--- src/rtl/pe2_writeback_if.sv ---
// PE2 result / coefficient-RAM write bundle.
//   Result side : in_valid, in_ready, PE2_out3, PE2_out4 (valid/ready beats)
//   RAM side    : wr_en, wr_ready, wr_addr, wr_data3, wr_data4
// Modports:
//   master - the environment: drives result beats and RAM acceptance
//   slave  - the writeback block: accepts beats and issues RAM writes
interface pe2_writeback_if #(
    parameter int ADDR_W = 7
) ();
    logic              in_valid;
    logic              in_ready;
    logic [23:0]       PE2_out3;
    logic [23:0]       PE2_out4;
    logic              wr_en;
    logic              wr_ready;
    logic [ADDR_W-1:0] wr_addr;
    logic [23:0]       wr_data3;
    logic [23:0]       wr_data4;

    modport master (
        output in_valid, PE2_out3, PE2_out4, wr_ready,
        input  in_ready, wr_en, wr_addr, wr_data3, wr_data4
    );

    modport slave (
        input  in_valid, PE2_out3, PE2_out4, wr_ready,
        output in_ready, wr_en, wr_addr, wr_data3, wr_data4
    );
endinterface

--- src/rtl/pe2_writeback.sv ---
// pe2_writeback: receiving end of the PE2 result interface.
// Accepts result beats, applies the final conditional modular subtraction
// (two 12-bit Kyber lanes or one 24-bit Dilithium coefficient per word),
// buffers them in a small FIFO and writes them to the coefficient RAM at
// sequential (wrapping) addresses, honouring RAM back-pressure.
// Ports:
//   clk        clock, rising edge
//   rst        asynchronous active-low reset
//   start      pass start pulse, sampled only in IDLE
//   KD_mode    0=Kyber, 1=Dilithium, latched at start
//   base_addr  first write address, latched at start
//   num_words  beats in the pass (0..2^ADDR_W), latched at start
//   busy       high while the pass is running or draining
//   done       one-cycle pulse at the end of a pass
//   bus        result beats in / RAM writes out (slave modport)
module pe2_writeback #(
    parameter int ADDR_W     = 7,
    parameter int FIFO_DEPTH = 4,
    parameter int KQ         = 3329,
    parameter int DQ         = 8380417
) (
    input  logic              clk,
    input  logic              rst,
    input  logic              start,
    input  logic              KD_mode,
    input  logic [ADDR_W-1:0] base_addr,
    input  logic [ADDR_W:0]   num_words,
    output logic              busy,
    output logic              done,
    pe2_writeback_if.slave    bus
);
    localparam int PTR_W = $clog2(FIFO_DEPTH);
    localparam logic [PTR_W:0] FULL_COUNT = (PTR_W+1)'(FIFO_DEPTH);
    localparam logic [PTR_W:0] ONE_COUNT  = (PTR_W+1)'(1);

    typedef enum logic [1:0] {S_IDLE, S_RUN, S_DRAIN, S_DONE} state_t;

    state_t            state_reg;
    logic              kd_reg;
    logic [ADDR_W:0]   num_reg;
    logic [ADDR_W:0]   accepted_reg;
    logic [ADDR_W:0]   written_reg;
    logic [ADDR_W-1:0] addr_cnt_reg;     // base + written, wraps naturally
    logic              done_reg;

    logic [PTR_W-1:0]  rd_ptr_reg, wr_ptr_reg, rd_ptr_next;
    logic [PTR_W:0]    count_reg, count_next;
    logic [23:0]       mem3 [FIFO_DEPTH];
    logic [23:0]       mem4 [FIFO_DEPTH];

    logic [23:0]       wr_data3_reg, wr_data4_reg, wr_data3_next, wr_data4_next;
    logic [ADDR_W-1:0] wr_addr_reg, wr_addr_next;

    logic              fifo_full, in_ready, wr_en, push, pop;
    logic [23:0]       in_word  [2];
    logic [23:0]       red_word [2];

    // ------------------------------------------------------------------
    // Reduction: inputs are in [0,2q), so one conditional subtract suffices.
    // ------------------------------------------------------------------
    assign in_word[0] = bus.PE2_out3;
    assign in_word[1] = bus.PE2_out4;

    genvar gi;
    generate
        for (gi = 0; gi < 2; gi++) begin : g_reduce
            logic [11:0] lane_hi, lane_lo, lane_hi_r, lane_lo_r;
            logic [23:0] dil_r;
            assign lane_hi   = in_word[gi][23:12];
            assign lane_lo   = in_word[gi][11:0];
            assign lane_hi_r = (lane_hi >= 12'(KQ)) ? lane_hi - 12'(KQ) : lane_hi;
            assign lane_lo_r = (lane_lo >= 12'(KQ)) ? lane_lo - 12'(KQ) : lane_lo;
            assign dil_r     = (in_word[gi] >= 24'(DQ)) ? in_word[gi] - 24'(DQ) : in_word[gi];
            assign red_word[gi] = kd_reg ? dil_r : {lane_hi_r, lane_lo_r};
        end
    endgenerate

    // ------------------------------------------------------------------
    // Handshakes. in_ready deliberately ignores a same-cycle pop.
    // ------------------------------------------------------------------
    assign fifo_full = (count_reg == FULL_COUNT);
    assign in_ready  = (state_reg == S_RUN) && !fifo_full && (accepted_reg < num_reg);
    assign wr_en     = ((state_reg == S_RUN) || (state_reg == S_DRAIN)) && (count_reg != '0);
    assign push      = bus.in_valid && in_ready;
    assign pop       = wr_en && bus.wr_ready;

    assign busy         = (state_reg == S_RUN) || (state_reg == S_DRAIN);
    assign done         = done_reg;
    assign bus.in_ready = in_ready;
    assign bus.wr_en    = wr_en;
    assign bus.wr_addr  = wr_addr_reg;
    assign bus.wr_data3 = wr_data3_reg;
    assign bus.wr_data4 = wr_data4_reg;

    assign rd_ptr_next = pop ? rd_ptr_reg + 1'b1 : rd_ptr_reg;

    always_comb begin
        count_next = count_reg;
        case ({push, pop})
            2'b10:   count_next = count_reg + 1'b1;
            2'b01:   count_next = count_reg - 1'b1;
            default: count_next = count_reg;
        endcase
    end

    // The write outputs are registered copies of the next FIFO head, so they
    // hold stable under back-pressure and keep their last value once the
    // FIFO runs empty. A beat pushed into an otherwise empty FIFO becomes the
    // head directly (bypassing the array read).
    always_comb begin
        wr_data3_next = wr_data3_reg;
        wr_data4_next = wr_data4_reg;
        wr_addr_next  = wr_addr_reg;
        if (count_next != '0) begin
            if (push && (count_next == ONE_COUNT)) begin
                wr_data3_next = red_word[0];
                wr_data4_next = red_word[1];
            end else begin
                wr_data3_next = mem3[rd_ptr_next];
                wr_data4_next = mem4[rd_ptr_next];
            end
            wr_addr_next = pop ? addr_cnt_reg + 1'b1 : addr_cnt_reg;
        end
    end

    // FIFO storage: no reset needed, occupancy is tracked separately.
    always_ff @(posedge clk) begin
        if (push) begin
            mem3[wr_ptr_reg] <= red_word[0];
            mem4[wr_ptr_reg] <= red_word[1];
        end
    end

    always_ff @(posedge clk or negedge rst) begin
        if (!rst) begin
            rd_ptr_reg   <= '0;
            wr_ptr_reg   <= '0;
            count_reg    <= '0;
            wr_data3_reg <= '0;
            wr_data4_reg <= '0;
            wr_addr_reg  <= '0;
        end else begin
            rd_ptr_reg   <= rd_ptr_next;
            if (push) begin
                wr_ptr_reg <= wr_ptr_reg + 1'b1;
            end
            count_reg    <= count_next;
            wr_data3_reg <= wr_data3_next;
            wr_data4_reg <= wr_data4_next;
            wr_addr_reg  <= wr_addr_next;
        end
    end

    // ------------------------------------------------------------------
    // Pass controller.
    // ------------------------------------------------------------------
    always_ff @(posedge clk or negedge rst) begin
        if (!rst) begin
            state_reg    <= S_IDLE;
            kd_reg       <= 1'b0;
            num_reg      <= '0;
            accepted_reg <= '0;
            written_reg  <= '0;
            addr_cnt_reg <= '0;
            done_reg     <= 1'b0;
        end else begin
            done_reg <= 1'b0;
            case (state_reg)
                S_IDLE: begin
                    if (start) begin
                        kd_reg       <= KD_mode;
                        num_reg      <= num_words;
                        accepted_reg <= '0;
                        written_reg  <= '0;
                        addr_cnt_reg <= base_addr;
                        state_reg    <= (num_words == '0) ? S_DONE : S_RUN;
                    end
                end
                S_RUN: begin
                    if (push) begin
                        accepted_reg <= accepted_reg + 1'b1;
                    end
                    if (pop) begin
                        written_reg  <= written_reg + 1'b1;
                        addr_cnt_reg <= addr_cnt_reg + 1'b1;
                    end
                    if (push && ((accepted_reg + 1'b1) == num_reg)) begin
                        state_reg <= S_DRAIN;
                    end
                end
                S_DRAIN: begin
                    if (pop) begin
                        written_reg  <= written_reg + 1'b1;
                        addr_cnt_reg <= addr_cnt_reg + 1'b1;
                        if ((written_reg + 1'b1) == num_reg) begin
                            state_reg <= S_DONE;
                        end
                    end
                end
                S_DONE: begin
                    done_reg  <= 1'b1;
                    state_reg <= S_IDLE;
                end
            endcase
        end
    end
endmodule
--- src/flat_wrapper.sv ---
// flat-port wrapper written by rule: the top's interface ports become plain ports
module pe2_writeback_flat 
#(
    parameter int ADDR_W     = 7,
    parameter int FIFO_DEPTH = 4,
    parameter int KQ         = 3329,
    parameter int DQ         = 8380417
)
  (clk, rst, start, KD_mode, base_addr, num_words, busy, done, bus_in_valid, bus_PE2_out3, bus_PE2_out4, bus_wr_ready, bus_in_ready, bus_wr_en, bus_wr_addr, bus_wr_data3, bus_wr_data4);
  pe2_writeback_if #(.ADDR_W(ADDR_W)) bus_i ();
  input  logic clk;
  input  logic rst;
  input  logic start;
  input  logic KD_mode;
  input  logic [ADDR_W-1:0] base_addr;
  input  logic [ADDR_W:0] num_words;
  output logic busy;
  output logic done;
  input wire logic [$bits(bus_i.in_valid)-1:0] bus_in_valid;
  input wire logic [$bits(bus_i.PE2_out3)-1:0] bus_PE2_out3;
  input wire logic [$bits(bus_i.PE2_out4)-1:0] bus_PE2_out4;
  input wire logic [$bits(bus_i.wr_ready)-1:0] bus_wr_ready;
  output wire logic [$bits(bus_i.in_ready)-1:0] bus_in_ready;
  output wire logic [$bits(bus_i.wr_en)-1:0] bus_wr_en;
  output wire logic [$bits(bus_i.wr_addr)-1:0] bus_wr_addr;
  output wire logic [$bits(bus_i.wr_data3)-1:0] bus_wr_data3;
  output wire logic [$bits(bus_i.wr_data4)-1:0] bus_wr_data4;
  assign bus_i.in_valid = bus_in_valid;
  assign bus_i.PE2_out3 = bus_PE2_out3;
  assign bus_i.PE2_out4 = bus_PE2_out4;
  assign bus_i.wr_ready = bus_wr_ready;
  assign bus_in_ready = bus_i.in_ready;
  assign bus_wr_en = bus_i.wr_en;
  assign bus_wr_addr = bus_i.wr_addr;
  assign bus_wr_data3 = bus_i.wr_data3;
  assign bus_wr_data4 = bus_i.wr_data4;
  pe2_writeback #(.ADDR_W(ADDR_W), .FIFO_DEPTH(FIFO_DEPTH), .KQ(KQ), .DQ(DQ)) u_core (.clk(clk), .rst(rst), .start(start), .KD_mode(KD_mode), .base_addr(base_addr), .num_words(num_words), .busy(busy), .done(done), .bus(bus_i));
endmodule
--- config.mk ---
export PLATFORM = sky130hd
export DESIGN_NAME = pe2_writeback_flat
export DESIGN_NICKNAME = d
export VERILOG_FILES = /design/src/rtl/pe2_writeback_if.sv /design/src/rtl/pe2_writeback.sv /design/src/flat_wrapper.sv
export SDC_FILE = /design/constraint.sdc
export NUM_CORES = 1
export LEC_CHECK = 0
export CAP_MARGIN = 20
export CORE_ASPECT_RATIO = 0.6
export CORE_MARGIN = 5
export CORE_UTILIZATION = 58
export DETAILED_ROUTE_END_ITERATION = 6
export GPL_TIMING_DRIVEN = 0
export PLACE_DENSITY = 0.92
export SLEW_MARGIN = 5
export SYNTH_ARGS = -nofsm -noshare
export SYNTH_HDL_FRONTEND = slang
export SYNTH_SLANG_ARGS = --single-unit
--- constraint.sdc ---
create_clock -name clk -period 5.4 [get_ports clk]
set_input_delay 0.54 -clock clk [delete_from_list [all_inputs] [get_ports clk]]
set_output_delay 0.54 -clock clk [all_outputs]
set_load 0.03 [all_outputs]
# After elaboration in Yosys (flattened, before gate mapping)

Memories as Yosys holds them, arrays and structs flattened.
Cells that the tools add are included.

Register bits: 97
Bits in writable memories: 192
Word-level logic and storage cells: 100
Memories: 2

Memory list:

| name        | words | bits a word | read ports | clocked after Yosys merged registers in | write ports | RTL line            | text |
|---|---|---|---|---|---|---|---|
| u_core.mem3 | 4     | 24          | 1          | 0                                       | 1           | pe2_writeback.sv:48 | `logic [23:0] mem3 [FIFO_DEPTH];` |
| u_core.mem4 | 4     | 24          | 1          | 0                                       | 1           | pe2_writeback.sv:49 | `logic [23:0] mem4 [FIFO_DEPTH];` |

$add $sub $neg: 13
Order comparisons: 7
Eq/ne operators: 15
Multiplexer cells: 29
Reductions and logical operators: 21

Operator list:

| cell                                                                    | count |
|---|---|
| 24-bit 2-to-1 mux                                                       | 6 |
| 12-bit >= comparator, second input constant                             | 4 |
| 24-bit by 23-bit >= comparator with 1-bit output, second input constant | 2 |
| 12-bit 2-to-1 mux                                                       | 4 |
| 12-bit subtractor, second input constant                                | 4 |
| 24-bit by 23-bit subtractor with 24-bit output, second input constant   | 2 |
| 8-bit one-hot mux with 2 select lines                                   | 2 |
| 8-bit 2-to-1 mux                                                        | 3 |
| 8-bit by 1-bit adder with 8-bit output, second input constant           | 2 |
| 8-bit equality test                                                     | 2 |
| 7-bit 2-to-1 mux                                                        | 2 |
| 7-bit one-hot mux with 2 select lines                                   | 1 |
| 2-bit 2-to-1 mux                                                        | 6 |
| 8-bit zero test                                                         | 1 |
| 8-bit less-than comparator                                              | 1 |
| 2-bit one-hot mux with 4 select lines                                   | 1 |
| 7-bit by 1-bit adder with 7-bit output, second input constant           | 1 |
| 1-bit logical AND                                                       | 7 |
| 2-bit equality test, second input constant                              | 3 |
| 2-bit by 1-bit != test with 1-bit output, second input constant         | 3 |
| 2-bit != test, second input constant                                    | 3 |
| 3-bit one-hot mux with 2 select lines                                   | 1 |
| 3-bit AND reduction                                                     | 2 |
| 3-bit nonzero test                                                      | 2 |
| 14 further kinds                                                        | 20 |

# Longest topological paths before layout

Word-level depth: 10
Depth in mapped cells: 22
Mapped depth without buffers: 17

# Worst setup path after synthesis

Ideal clock, no wire load.

Path kind: flip-flop to flip-flop
From: register u_core.state_reg[0]
To: register u_core.wr_data3_reg[19] (netlist: u_core.bus.wr_data3[19])
Data arrival time: 4383 ps
Data required time: 5274 ps
Slack: 891 ps
Cell stages (with the launch flop): 20
Path buffers: 4
Period minus slack after synthesis: 4509 ps
Path through: dfrtp_1 inv_1 ha_1 o31a_1 nand2_1 inv_2 buf_4 buf_1 ha_1 inv_1 fa_1 xor2_1 xor2_1 nand2_1 o21a_1 clkbuf_1 nor2_2 buf_2 nor2_1 a221o_1

Cells in the longest elaborated chain, start to end: 9

RTL lines:

| what                                                                                         | RTL line             | text |
|---|---|---|
| from (decl)                                                                                  | pe2_writeback.sv:38  | `state_t state_reg;` |
| from (signal assigned)                                                                       | pe2_writeback.sv:176 | `state_reg <= (num_words == '0) ? S_DONE : S_RUN;` |
| 2-bit by 1-bit equality test with 1-bit output / 2-bit equality test (equally long branches) | n/a                  |  |
| 1-bit logical OR (*)                                                                         | n/a                  |  |
| net busy                                                                                     | flat_wrapper.sv:17   | `output logic busy;` |
| 1-bit logical AND (*)                                                                        | pe2_writeback.sv:83  | `assign wr_en = ((state_reg == S_RUN) \|\| (state_reg == S_DRAIN)) && (count_reg != '0);` |
| net bus_wr_en                                                                                | flat_wrapper.sv:24   | `output wire logic [$bits(bus_i.wr_en)-1:0] bus_wr_en;` |
| 1-bit logical AND (*)                                                                        | pe2_writeback.sv:85  | `assign pop = wr_en && bus.wr_ready;` |
| 2-bit by 1-bit equality test with 1-bit output / 2-bit equality test (equally long branches) | pe2_writeback.sv:99  | `case ({push, pop})` |
| 3-bit one-hot mux with 2 select lines                                                        | pe2_writeback.sv:99  |  |
| 3-bit by 1-bit equality test with 1-bit output                                               | pe2_writeback.sv:115 | `if (push && (count_next == ONE_COUNT)) begin` |
| 1-bit logical AND                                                                            | pe2_writeback.sv:115 |  |
| 24-bit 2-to-1 mux                                                                            | pe2_writeback.sv:115 |  |
| to (signal assigned)                                                                         | pe2_writeback.sv:148 | `wr_data3_reg <= wr_data3_next;` |
| to (decl)                                                                                    | pe2_writeback.sv:51  | `logic [23:0] wr_data3_reg, wr_data4_reg, wr_data3_next, wr_data4_next;` |

Mark *: on every way through the listed nets, which the timed path passes. The rest lies on a longest branch.
A chain may end at the register's enable or synchronous reset.

# Final worst setup path

From: register u_core.num_reg[2]
To: register u_core.wr_data3_reg[19] (netlist: u_core.bus.wr_data3[19])

Cells in the longest elaborated chain, start to end: 8

RTL lines:

| what                                                                                         | RTL line             | text |
|---|---|---|
| from (decl)                                                                                  | pe2_writeback.sv:40  | `logic [ADDR_W:0] num_reg;` |
| from (signal assigned)                                                                       | pe2_writeback.sv:172 | `num_reg <= num_words;` |
| 8-bit less-than comparator (*)                                                               | pe2_writeback.sv:82  | `assign in_ready = (state_reg == S_RUN) && !fifo_full && (accepted_reg < num_reg);` |
| 1-bit logical AND (*)                                                                        | pe2_writeback.sv:82  |  |
| 1-bit logical AND (*)                                                                        | pe2_writeback.sv:84  | `assign push = bus.in_valid && in_ready;` |
| 2-bit by 1-bit equality test with 1-bit output / 2-bit equality test (equally long branches) | pe2_writeback.sv:99  |  |
| 3-bit one-hot mux with 2 select lines                                                        | pe2_writeback.sv:99  |  |
| 3-bit by 1-bit equality test with 1-bit output                                               | pe2_writeback.sv:115 |  |
| 1-bit logical AND                                                                            | pe2_writeback.sv:115 |  |
| 24-bit 2-to-1 mux                                                                            | pe2_writeback.sv:115 |  |

Mark *: on every way between the ends. The rest lies on a longest branch, timed or not.

==> results_dict.tcl <==
set metrics [dict create \
    comb_power_share 0.050 \
    yosysTopAreaCell "edfxtp_1" \
    hpwl_mm 29.2 \
    async_reset_ff_frac 0.336 \
    synthesis.nets 1285 \
    row_count 44 \
    crit_path_start_kind "register" \
    netlist_area_um2 14600 \
    clkLatencyLatePin_ns 0.54 \
    synth_edf_count 192 \
    die_w_um 215 \
    required_ns 5.87 \
    ys_seq_elements 289 \
    cp_top_family "buffers and inverters" \
    worst_slew_pin_slew_ns 0.973 \
    hold_slack_ns 0.477 \
    grt_overflow 0 \
    start_util 0.596 \
    ys.flop_type "edfxtp_1" \
    die_h_um 133 \
    drc 0 \
    cts_num_sinks 289 \
    slew-limit-headroom 0.351 \
    synth.area.top_cells "edfxtp_1 (40%), dfrtp_1 (17%), mux4_2 (6.3%)" \
    arrival_ns 5.68 \
    n_fill_cell 1593 \
    initialDrtViolationCount 1676 \
    fin_nets 1436 \
    drv_cap 0 \
    clock_path_buffers 3 \
    dp_slack_ns -0.225 \
    placed_cells 1626 \
    drtPass1Iterations 6 \
    seq_area_frac_synth 0.562 \
    fin_skew_ns 0.0109 \
    worstRegToRegCells 19 \
    setup_slack_ns 0.183 \
    min-delay-start "u_core.bus.wr_data3[4]" \
    cts_tree "yes" \
    ys_types 86 \
    fin_crit_sh 0.966 \
    area_delta_synth_final_pct 17.8 \
    vias 11500 \
    drt_wl_total_mm 43.0 \
    gp_congestion 0.930 \
    final.min_clock_period_ns 5.22 \
    setup_viol 0 \
    crit_path_max_fanout 10 \
    path_buf_inv 6 \
    holdPathStages 2 \
    fmax_ghz 0.192 \
    reg_top3 "u_core.mem3 (96), u_core.mem4 (96)" \
    clockPowerShare 0.424 \
    rr_endpoint "u_core.bus.wr_data3[19]" \
    final_cell_mix "edfxtp_1 (192), nand2_1 (134), clkdlybuf4s50_1 (116)" \
    grt_pass1_vias 11200 \
    switching_share 0.219 \
    crit_path_top_delay_cell "clkbuf_1" \
    r2r_start "u_core.num_reg[2]" \
    synth_cells 1182 \
    p_switching_mw 0.992 \
    cts_buffers 27 \
    grt_use_total 0.297 \
    numPortBuffers 117 \
    r2r_setup_slack_ns 0.18 \
    min_path_type "register to register" \
    holdPathEnd "u_core.bus.wr_data3[4]" \
    worstSetupEndpointType "register" \
    grt_first_pass_wirelength_mm 66.6 \
    status "finished clean" \
    grt_max_degree 59 \
    synth_top_area_share 0.396 \
    drive_gt1_frac 0.113 \
    via_per_inst 6.84 \
    post_drt_wl_per_cell_um 25.7 \
    grt_antenna_before_repair 2 \
    seqPwrFrac 0.525 \
    syn_avg_cell_area_um2 12.3 \
    cts_root_buf "clkbuf_16" \
    synth-warning-count 0 \
    power_density_nw_per_um2 264 \
    drtAntennaViolNets 0 \
    rsz0062_at_grt "no" \
    crit_type "register to register" \
    finalNonFillerCells 1675 \
    worstPathCellList "inv_1 -> ha_1 -> o21ai_0 -> a21oi_1 -> o2111ai_1 -> and2_1 -> buf_2 -> inv_2 -> buf_2 -> ha_1 -> inv_1 -> fa_1 -> xor2_1 -> xor2_1 -> nand2_1 -> o21a_1 -> nor2_1 -> clkbuf_1 -> a221o_1" \
    final_common_cell "edfxtp_1" \
    htreeDepth 1 \
    peakVddDrop_mv 0.256 \
    slew_violations 0 \
    crit_start "u_core.num_reg[2]" \
    hold_viol 0 \
    cp_slowest_stage_delay_ns 0.69 \
    die_area_um2 28500 \
    io_pins 128 \
    cts.clk_slew.worst_paths_ns 0.07 \
    fp.coreArea_um2 24400 \
    p_int_mw 3.54 \
    leakage_nw 6.44 \
]
per-layer routing:
metal | wire, µm | up-vias | track usage
li1 | - | 4799 | -
met1 | 16600 | 5550 | 0.430
met2 | 18800 | 947 | 0.446
met3 | 5970 | 152 | 0.0779
met4 | 1660 | 2 | 0.0969
met5 | 13 | - | 0
repair_timing:
action	CTS	global route
pin swaps	1	0
buffers inserted	1	0
resized for setup	4	12
hold endpoints to repair	39	0
hold buffers	1	0
setup endpoints to repair	30	50
final cells by class:
| type | instances | area (µm²) | share of cell area |
|---|---|---|---|
| inverters | 39 | 146 | 0.00853 |
| multi-input cells | 789 | 5970 | 0.348 |
| well taps | 322 | 403 | 0.0235 |
| clock buffers | 38 | 727 | 0.0424 |
| flip-flops and latches | 289 | 8190 | 0.477 |
| plain buffers | 63 | 289 | 0.0168 |
| repair buffers | 124 | 1310 | 0.0760 |
| clock inverters | 10 | 131 | 0.00765 |
| diodes | 1 | 2.50 | 0.000146 |
power by group through the flow:
stage | registers (mW) | clock network [mW] | logic (mW)
after floorplan | 2.43 | 0 | 0.0971
final | 2.38 | 1.92 | 0.229
after global routing | 2.38 | 2.00 | 0.246
after global placement | 2.43 | 0 | 0.210
after CTS | 2.38 | 1.91 | 0.223
after detailed placement | 2.43 | 0 | 0.220
per-stage QoR:
step | setup TNS [ns] | util | instance area (µm²) | total power [mW]
floorplan | 0 | - | 14600 | 2.52
global route | 0 | 0.702 | 17200 | 4.63
finish | 0 | 0.702 | 17200 | 4.53
detailed placement | -3.15 | 0.665 | 16300 | 2.65
global placement | -28.46 | 0.660 | 16100 | 2.64
CTS | 0 | 0.701 | 17100 | 4.52
logic make-up after synthesis:
group | Yosys count | synth area share
XOR/XNOR | 67 | 0.0421
adder cells (fa/ha/maj) | 35 | 0.0304
flip-flops | 289 | 0.562
multiplexers | 78 | 0.0896
AO/OA/AOI/OAI | 263 | 0.129
buffers and inverters | 104 | 0.0297
AND/OR/NAND/NOR | 346 | 0.117
synth_stat cells (6+ instances only):
cell type	number
edfxtp_1	192
nand2_1	134
dfrtp_1	97
nor2_1	61
o21ai_0	54
a21oi_1	51
mux4_2	41
clkbuf_1	36
inv_1	35
ha_1	33
xnor2_1	33
xor2_1	32
and3_1	31
mux2i_1	28
a221o_1	24
nand3_1	24
buf_2	19
nor3_1	17
nor4_1	13
a21o_1	9
a22o_1	9
a311oi_1	9
mux2_2	9
o21a_1	9
o31ai_1	9
a31oi_1	8
nand2b_1	8
a22oi_1	7
and2_1	7
nand4_1	7
nor2b_1	7
buf_1	6
nor3b_1	6
o21ai_1	6
o22ai_1	6
o31a_1	6
worst max path at each step:
| stage | endpoint | cells after the start |
|---|---|---|
| after floorplan | u_core.bus.wr_data3[19] | 19 |
| after global placement | u_core.bus.wr_data4[6] | 1 |
| after detailed placement | u_core.bus.wr_data4[17] | 19 |
| after CTS | u_core.bus.wr_data3[20] | 22 |
| after global routing | u_core.bus.wr_data3[19] | 19 |
| final | u_core.bus.wr_data3[19] | 19 |
tightest hold or removal path: cells and delay by family (launching register included):
kind          cells  cell delay [ns]
simple gates      2             0.10
flops             1             0.34
Power figures use the tool's default switching activity.
